File: config.mk
export PLATFORM = sky130hd
export DESIGN_NAME = flash_reader
export DESIGN_NICKNAME = d
export VERILOG_FILES = /design/src/rtl/flash_reader.sv
export SDC_FILE = /design/constraint.sdc
export NUM_CORES = 1
export LEC_CHECK = 0
export CAP_MARGIN = 20
export CORE_AREA = 3 3 171 173
export CTS_BUF_LIST = sky130_fd_sc_hd__clkbuf_2
export DETAILED_ROUTE_END_ITERATION = 16
export DIE_AREA = 0 0 174 176
export PLACE_DENSITY_LB_ADDON = 0.08
export SYNTH_ARGS = -nofsm -noshare
export SYNTH_HDL_FRONTEND = slang
export SYNTH_SLANG_ARGS = --single-unit
File: constraint.sdc
create_clock -name clk_in -period 3.5 [get_ports clk_in]
set_clock_uncertainty 0.1 [all_clocks]
set_input_delay 0.7 -clock clk_in [delete_from_list [all_inputs] [get_ports clk_in]]
set_output_delay 0.7 -clock clk_in [all_outputs]
set_load 0.03 [all_outputs]
File: src/rtl/flash_reader.sv
// Streams a JPEG file from flash: issues open/read/close commands, walks the
// marker structure, captures SOF0 dimensions and pushes unstuffed entropy bytes.
module flash_reader (
  input  logic         clk_in,
  input  logic         rst,
  input  logic         start,
  input  logic [159:0] file_name,
  input  logic         s_halt,
  input  logic [31:0]  read_data,
  input  logic [3:0]   read_be,
  input  logic         d_qual,
  input  logic         fifo_full,
  output logic [1:0]   m_cmd,
  output logic [159:0] f_name,
  output logic         m_halt,
  output logic [31:0]  line_width,
  output logic [31:0]  pic_height,
  output logic         dimensions_valid,
  output logic         fifo_wr,
  output logic [7:0]   fifo_wr_data,
  output logic         eof_out,
  output logic         error
);

  localparam int unsigned WORD_W = 32;
  localparam int unsigned BE_W   = 4;
  localparam int unsigned LEN_W  = 16;

  typedef enum logic [1:0] {
    CMD_IDLE  = 2'b00,
    CMD_OPEN  = 2'b01,
    CMD_READ  = 2'b10,
    CMD_CLOSE = 2'b11
  } cmd_e;

  typedef enum logic [3:0] {
    P_IDLE, P_SOI_FF, P_SOI_D8, P_MARK_FF, P_MARK_CODE, P_LEN_H, P_LEN_L,
    P_SKIP, P_SOF, P_DATA, P_DATA_FF, P_DONE, P_ERR
  } parse_e;

  cmd_e               cmd_q, cmd_d;
  parse_e             ps_q, ps_d;
  logic [WORD_W-1:0]  word_q, word_d;
  logic [BE_W-1:0]    be_q, be_d;
  logic               halt_d;
  logic [7:0]         code_q, code_d, len_hi_q, len_hi_d;
  logic [LEN_W-1:0]   rem_q, rem_d;
  logic [2:0]         sof_idx_q, sof_idx_d;
  logic               sof_seen_q, sof_seen_d;
  logic [159:0]       fname_d;
  logic [31:0]        lw_d, ph_d;
  logic               dv_d, wr_d, eof_d, err_d;
  logic [7:0]         wr_data_d;
  logic [7:0]         cur_byte;
  logic [BE_W-1:0]    cur_lane;
  logic [LEN_W-1:0]   seg_len;
  logic               take;
  logic               parsing;

  assign m_cmd   = cmd_q;
  assign parsing = (ps_q != P_IDLE) && (ps_q != P_DONE) && (ps_q != P_ERR);

  // Next-state for command and parser FSMs plus all registered outputs.
  always_comb begin
    cmd_d      = cmd_q;
    ps_d       = ps_q;
    word_d     = word_q;
    be_d       = be_q;
    halt_d     = m_halt;
    code_d     = code_q;
    len_hi_d   = len_hi_q;
    rem_d      = rem_q;
    sof_idx_d  = sof_idx_q;
    sof_seen_d = sof_seen_q;
    fname_d    = f_name;
    lw_d       = line_width;
    ph_d       = pic_height;
    dv_d       = dimensions_valid;
    wr_d       = 1'b0;
    wr_data_d  = fifo_wr_data;
    eof_d      = 1'b0;
    err_d      = error;
    cur_byte   = 8'h00;
    cur_lane   = 4'b0000;
    seg_len    = '0;
    take       = 1'b0;

    // Highest-order valid lane of the held word is the next stream byte.
    if (be_q[3])      begin cur_byte = word_q[31:24]; cur_lane = 4'b1000; end
    else if (be_q[2]) begin cur_byte = word_q[23:16]; cur_lane = 4'b0100; end
    else if (be_q[1]) begin cur_byte = word_q[15:8];  cur_lane = 4'b0010; end
    else if (be_q[0]) begin cur_byte = word_q[7:0];   cur_lane = 4'b0001; end

    if (m_halt && parsing) begin
      take = 1'b1;
      case (ps_q)
        P_SOI_FF:  ps_d = (cur_byte == 8'hFF) ? P_SOI_D8 : P_ERR;
        P_SOI_D8:  ps_d = (cur_byte == 8'hD8) ? P_MARK_FF : P_ERR;
        P_MARK_FF: ps_d = (cur_byte == 8'hFF) ? P_MARK_CODE : P_ERR;
        P_MARK_CODE: begin
          if (cur_byte != 8'hFF) begin
            code_d = cur_byte;
            if (cur_byte == 8'hC0) sof_seen_d = 1'b1;
            ps_d = (cur_byte == 8'hDA && !sof_seen_q) ? P_ERR : P_LEN_H;
          end
        end
        P_LEN_H: begin
          len_hi_d = cur_byte;
          ps_d     = P_LEN_L;
        end
        P_LEN_L: begin
          seg_len   = {len_hi_q, cur_byte};
          rem_d     = seg_len - 16'd2;
          sof_idx_d = 3'd0;
          if (seg_len < 16'd2)       ps_d = P_ERR;
          else if (seg_len == 16'd2) ps_d = (code_q == 8'hDA) ? P_DATA : P_MARK_FF;
          else                       ps_d = (code_q == 8'hC0) ? P_SOF : P_SKIP;
        end
        P_SKIP: begin
          rem_d = rem_q - 16'd1;
          if (rem_q == 16'd1) ps_d = (code_q == 8'hDA) ? P_DATA : P_MARK_FF;
        end
        P_SOF: begin
          rem_d = rem_q - 16'd1;
          case (sof_idx_q)
            3'd1:    ph_d[15:8] = cur_byte;
            3'd2:    ph_d[7:0]  = cur_byte;
            3'd3:    lw_d[15:8] = cur_byte;
            3'd4:    begin lw_d[7:0] = cur_byte; dv_d = 1'b1; end
            default: ;
          endcase
          if (sof_idx_q != 3'd5) sof_idx_d = sof_idx_q + 3'd1;
          if (rem_q == 16'd1) ps_d = P_MARK_FF;
        end
        P_DATA: begin
          if (cur_byte == 8'hFF) ps_d = P_DATA_FF;
          else if (fifo_full)    take = 1'b0;
          else begin
            wr_d      = 1'b1;
            wr_data_d = cur_byte;
          end
        end
        P_DATA_FF: begin
          if (cur_byte == 8'h00) begin
            if (fifo_full) take = 1'b0;
            else begin
              wr_d      = 1'b1;
              wr_data_d = 8'hFF;
              ps_d      = P_DATA;
            end
          end else if (cur_byte == 8'hFF) begin
            ps_d = P_DATA_FF;
          end else if (cur_byte[7:3] == 5'b11010) begin
            ps_d = P_DATA;
          end else if (cur_byte == 8'hD9) begin
            eof_d = 1'b1;
            ps_d  = P_DONE;
          end else begin
            ps_d = P_ERR;
          end
        end
        default: ;
      endcase
      if (take) begin
        be_d = be_q & ~cur_lane;
        if ((be_q & ~cur_lane) == 4'b0000) halt_d = 1'b0;
      end
    end

    // Anything left in the held word after EOI or an error is dropped.
    if (ps_q == P_DONE || ps_q == P_ERR) begin
      halt_d = 1'b0;
      be_d   = '0;
    end

    if (cmd_q == CMD_READ && parsing && !m_halt && d_qual) begin
      word_d = read_data;
      be_d   = read_be;
      halt_d = |read_be;
    end

    if (ps_d == P_ERR) err_d = 1'b1;

    case (cmd_q)
      CMD_IDLE: begin
        if (start) begin
          cmd_d      = CMD_OPEN;
          ps_d       = P_SOI_FF;
          fname_d    = file_name;
          err_d      = 1'b0;
          dv_d       = 1'b0;
          lw_d       = '0;
          ph_d       = '0;
          halt_d     = 1'b0;
          be_d       = '0;
          sof_seen_d = 1'b0;
        end
      end
      CMD_OPEN:  if (!s_halt) cmd_d = CMD_READ;
      CMD_READ:  if (ps_q == P_DONE || ps_q == P_ERR) cmd_d = CMD_CLOSE;
      CMD_CLOSE: begin
        if (!s_halt) begin
          cmd_d = CMD_IDLE;
          if (ps_q == P_DONE) ps_d = P_IDLE;
        end
      end
      default: ;
    endcase
  end

  always_ff @(posedge clk_in) begin
    if (rst) begin
      cmd_q            <= CMD_IDLE;
      ps_q             <= P_IDLE;
      word_q           <= '0;
      be_q             <= '0;
      m_halt           <= 1'b0;
      code_q           <= '0;
      len_hi_q         <= '0;
      rem_q            <= '0;
      sof_idx_q        <= '0;
      sof_seen_q       <= 1'b0;
      f_name           <= '0;
      line_width       <= '0;
      pic_height       <= '0;
      dimensions_valid <= 1'b0;
      fifo_wr          <= 1'b0;
      fifo_wr_data     <= '0;
      eof_out          <= 1'b0;
      error            <= 1'b0;
    end else begin
      cmd_q            <= cmd_d;
      ps_q             <= ps_d;
      word_q           <= word_d;
      be_q             <= be_d;
      m_halt           <= halt_d;
      code_q           <= code_d;
      len_hi_q         <= len_hi_d;
      rem_q            <= rem_d;
      sof_idx_q        <= sof_idx_d;
      sof_seen_q       <= sof_seen_d;
      f_name           <= fname_d;
      line_width       <= lw_d;
      pic_height       <= ph_d;
      dimensions_valid <= dv_d;
      fifo_wr          <= wr_d;
      fifo_wr_data     <= wr_data_d;
      eof_out          <= eof_d;
      error            <= err_d;
    end
  end

endmodule

; Word-level counts from Yosys, hierarchy flattened
; Cells that the tools add are included.
; Widths: inputs -> output; s select.
[op_classes]
n_addsub = 3
reduce_logical = 28
muxes = 92
n_eq_ne = 43
n_bitwise = 4
magnitude_cmp = 1
[ops]
columns = op, count
row1 = $mux 16, 8
row2 = $mux 4, 25
row3 = $mux 8, 12
row4 = $eq 8x8->1 const B, 7
row5 = $pmux 4 s10, 1
row6 = $pmux 16 s2, 1
row7 = $mux 1, 29
row8 = $eq 4x4->1 const B, 6
row9 = $ne 2x2->1 const B, 9
row10 = $eq 16x1->1 const B, 1
row11 = $eq 16x2->1 const B, 1
row12 = $eq 4x3->1 const B, 4
row13 = $lt 16x2->1 const B, 1
row14 = $pmux 8 s2, 1
row15 = $sub 16x1->16 const B, 1
row16 = $sub 16x2->16 const B, 1
row17 = $mux 3, 5
row18 = $mux 2, 5
row19 = $eq 4x2->1 const B, 2
row20 = $logic_not 8->1, 1
row21 = $ne 4x4->1 const B, 2
row22 = $ne 8x8->1 const B, 1
row23 = $pmux 2 s4, 1
row24 = $pmux 4 s2, 1
row25 = 28 further kinds, 45
[totals]
ff_bits = 283
out_inout_bits = 239
word_cells = 189

; Logic depth before layout (Yosys ltp)
[depth]
ltp_word = 15
mapped_depth = 13

; Worst setup path before layout
; OpenSTA, ideal clock, no wires.
[synth_timing]
path_kind = reg-to-reg
start = register rem_q[0]
end = register error
setup_ns = 0.128
arrival_ns = 2.489
setup_slack_ns = 0.783
path_buffers = 0
stages_incl_launch_ff = 10
path_cell_list = dfxtp_1 ha_1 or4b_2 or4_4 or4b_1 nand2_1 o21ba_1 o41ai_1 a41oi_1 nor2_1
[synth_between]
elab_chain_len = 8
[synth_rtl]
columns = element, line_no
row1 = start: declaration, 47  ; logic [LEN_W-1:0] rem_q, rem_d;
row2 = start signal: assignment, 239  ; rem_q <= rem_d;
row3 = $eq 16x1->1 (*), "121, 133"
row4 = $mux 4 (on tied branches), "133, 121"
row5 = $pmux 4 s10 (*), 96  ; case (ps_q)
row6 = $mux 4 (*), 94  ; if (m_halt && parsing) begin
row7 = $eq 4x4->1 (*), 182  ; if (ps_d == P_ERR) err_d = 1'b1;
row8 = $mux 1 (*), 182
row9 = $mux 1, 186  ; if (start) begin
row10 = $mux 1 (*), 184  ; case (cmd_q)
row11 = end signal: assignment, 249  ; error <= err_d;
row12 = end: declaration, 22  ; output logic error
; Mark *: on every way between the ends. The rest lies on a longest branch, timed or not.
; A chain may end at the register's enable or synchronous reset.

; Final worst setup path
[layout_timing]
start = register be_q[3]
end = register fifo_wr_data[1]
[layout_between]
elab_chain_len = 4
[layout_rtl]
columns = element, line_no
row1 = start: declaration, 44  ; logic [BE_W-1:0] be_q, be_d;
row2 = start signal: assignment, 216  ; be_q <= '0;
row3 = start signal: assignment, 235  ; be_q <= be_d;
row4 = $mux 8 (*), 89  ; if (be_q[3]) begin cur_byte = word_q[31:24]; cur_lane = 4'b1000; end
row5 = $eq 8x8->1 (tied with other cells), 136  ; if (cur_byte == 8'hFF) ps_d = P_DATA_FF;
row6 = $ne 2x2->1 (no line) / $mux 8 (equally long branches), --
row7 = $reduce_and 6->1 (no line) / $pmux 8 s2 (equally long branches), --
row8 = end signal: assignment, 247  ; fifo_wr_data <= wr_data_d;
row9 = end: declaration, 20  ; output logic [7:0] fifo_wr_data,
; Mark *: on every way between the ends. The rest lies on a longest branch, timed or not. The select of a mux whose other input is x is not followed.

==> summary.md <==
| Metric | Value |
|---|---|
| Ranking of synthesized cells by area | dfxtp_1 47%, nand2_1 13%, a21oi_1 9.8% |
| CTS Buf Count | 78 |
| Post-synthesis sequential area ratio | 47.08% |
| Cts hold-fix bufs | 0 |
| Vias in the first global route | 11780 |
| Core Region | 27780 um2 |
| Fin crit share | 88.00% |
| Area of the multi-input gates | 5756 um2 |
| Post-synth top area share | 47.08% |
| Clk pwr share | 24.9% |
| Grt ovf | 0 |
| Clock Sink Count | 283 |
| Overall power | 9.396 mW |
| Min Tclk post-route | 3.080 ns |
| First-pass GRT wire length | 65.96 mm |
| Area delta synth->final | 41.93% |
| IO buf count | between 400 and 500 |
| Routed vias/inst | 5.077 |
| Mean post-synth cell area | 7.891 um2 |
| P_int | 5.771 mW |
| Ys flop type | dfxtp_1 |
| CP startpoint kind | register |
| Seq. cell area | approximately 5700 um2 |
| Resize count post-CTS | 0 |
| Routed WL | 42.57 mm |
| CTS Buffer Depth | 3 |
| Row cnt | 61 |
| CP required | 4.18 ns |
| Dominant cell type by area after synthesis | dfxtp_1 |
| Slew Viols, Final | 0 |
| Die Width | approximately 170 um |
| Layout cells sized above 1 | 9.196% |
| Worst-Margin Slew | between 0.7 and 0.8 ns |
| Synthesized flop and latch total | 283 |
| Routed WL per cell | 17.94 um |
| First-pass DRT Iterations | 5 |
| Final hold viol count | 0 |
| Sequential power share | about two fifths |
| Initial antenna violation count | 4 |
| CTS tree | built |
| Pin count of the biggest net entering global routing | 161 |
| Post-synth EDFFs | 0 |
| Final antenna-violating net count | 0 |
| Syn. warnings | 0 |
| Final HPWL DP | 30.78 mm |
| Setup ws final | 0.4199 ns |
| Mapped Cells | ~1500 |
| Outcome | completed |
| Die area | 30620 um2 |
| Logic pwr share | between 30% and 40% |
| Gpl congestion | 0.9513 |
| Clock Latency Late Sink | 0.88 ns |
| # fillers | 2566 |
| HP Class | in2reg |
| Max-cap violations | 0 |
| GRT Total Usage | 26.75% |
| Setup WS pre-CTS | 0.4290 ns |
| Total number of vias | 12050 |
| Power Density | 550.1 nW/um2 |
| Maximum VDD drop | 0.4051 mV |
| RSZ-0062 raised after global routing | false |
| # H-tree levels | 3 |
| Switching pwr | 3.625 mW |
| Critical path peak fanout | 16 |
| DR DRC count | 0 |
| Iter 0 DRT Violations | 682 |
| F_max | 324.7 MHz |
| Initial core utilization | between 40% and 50% |
| Setup violators final | 0 |
| Asr flop ratio synth | 0% |
| Crit path kind | reg2reg |
| I/O Pins | 441 |
| Commonest cells post-synth | 431 x nand2_1, 283 x dfxtp_1, 235 x a21oi_1 |
| LEAKAGE | 6.299 nW |
| Distinct cells, synth | 74 |
| Die Y-Extent | 176 um |
| Sw Ratio | 38.58% |
| Critical path capture point type | register |
| Post-CTS setup buffers | 0 |
| Synth Cell Area | 12030 um2 |
| CP arrival | 3.76 ns |
| Most common cell in the netlist | nand2_1 |
| TNS Setup | 0 ns |
| Slew Limit Headroom | 48.03% |
| Post-layout nets | 2156 |
| Clk Tree Root Cell | clkbuf_2 |
| CTS clock-pin slew for the worst setup and hold paths | 0.10 ns |
power groups by stage:
stage               logic (mW)  registers [mW]  clock network (mW)
global placement          3.26            3.85                   0
detailed placement        3.26            3.87                   0
finish                    3.26            3.80                2.34
global route              3.50            3.85                2.61
floorplan                 1.21            4.55                   0
CTS                       3.28            3.80                2.44
cell families after synthesis:
| kind of cell | share of synthesized area [%] |
|---|---|
| compound gates | 16.41 |
| buf+inv | 6.249 |
| mux | 3.348 |
| fa+ha+maj | 1.352 |
| flops | 47.08 |
| other cells | 0.03116 |
| xor+xnor | 0.8734 |
| simple gates | 24.66 |
area by class of cell:
| class | instances | area share (%) |
|---|---|---|
| Antenna cell | 5 | 0.07325 |
| Clock buffer | 102 | 2.989 |
| Clock inverter | 27 | 1.033 |
| Inverter | 17 | 0.4029 |
| Multi-Input combinational cell | 1117 | 33.70 |
| Sequential cell | 283 | 33.17 |
| Tap cell | 378 | 2.769 |
| Timing Repair Buffer | 444 | 25.87 |
metal layers:
layer | share of wire, % | track usage (%) | wire length [um] | vias up
li1 | - | - | - | 5938
met1 | 39 | 30.62 | 16520 | 5635
met2 | 51 | 47.23 | 21830 | 410
met3 | 7.9 | 8.946 | 3371 | 65
met4 | 2.0 | 8.512 | 851 | 0
met5 | 0 | 0 | 0 | -
sequential cells by signal (all words and copies together), names as in the netlist, 8 cells and up:
name          flops
line_width       16
f_name          160
rem_q            16
code_q            8
len_hi_q          8
pic_height       16
word_q           32
fifo_wr_data      8
metrics by stage:
stage / std cells / util (%) / hold slack, ns / cell area, um2
after floorplan: 1556 / - / 0.3364 / 12150
after global placement: 2239 / 58.96 / 0.3407 / 16380
after detailed placement: 2239 / 58.96 / 0.3453 / 16380
after CTS: 2368 / 61.43 / 0.05986 / 17070
after global routing: 2372 / 61.47 / 0.08302 / 17080
final: 2373 / 61.48 / 0.1675 / 17080
cell usage in the layout (no fill, tap or decap), types with 15 or more instances in the layout:
cell type and n:
dfxtp_1 283, buf_4 31, a21oi_1 235, mux2i_1 38
clkinv_1 16, clkbuf_2 102, nand3_1 27, nand2_1 430
clkdlybuf4s50_1 407, inv_1 15, o21ai_0 31, conb_1 32
nor2_1 112, nor3_1 16
critical path: stages, from the launching register on:
cell,delay [ns]
dfxtp_1,0.63
buf_4,0.24
nor2b_1,0.19
a311oi_2,0.11
nor4_2,0.40
nand3_1,0.15
a21oi_1,0.34
and3_1,0.55
nor2_1,0.08
a311oi_1,0.25
final timing paths:
path | from | end | slack [ns] | cells after the start
max | be_q[3] | fifo_wr_data[1] | 0.42 | 9
min | rst | f_name[147] | 0.17 | 2
max reg2reg | be_q[3] | fifo_wr_data[1] | 0.42 | 9
min reg2reg | f_name[123] | f_name[123] | 0.36 | 2
(Power assumes the default switching activity.)
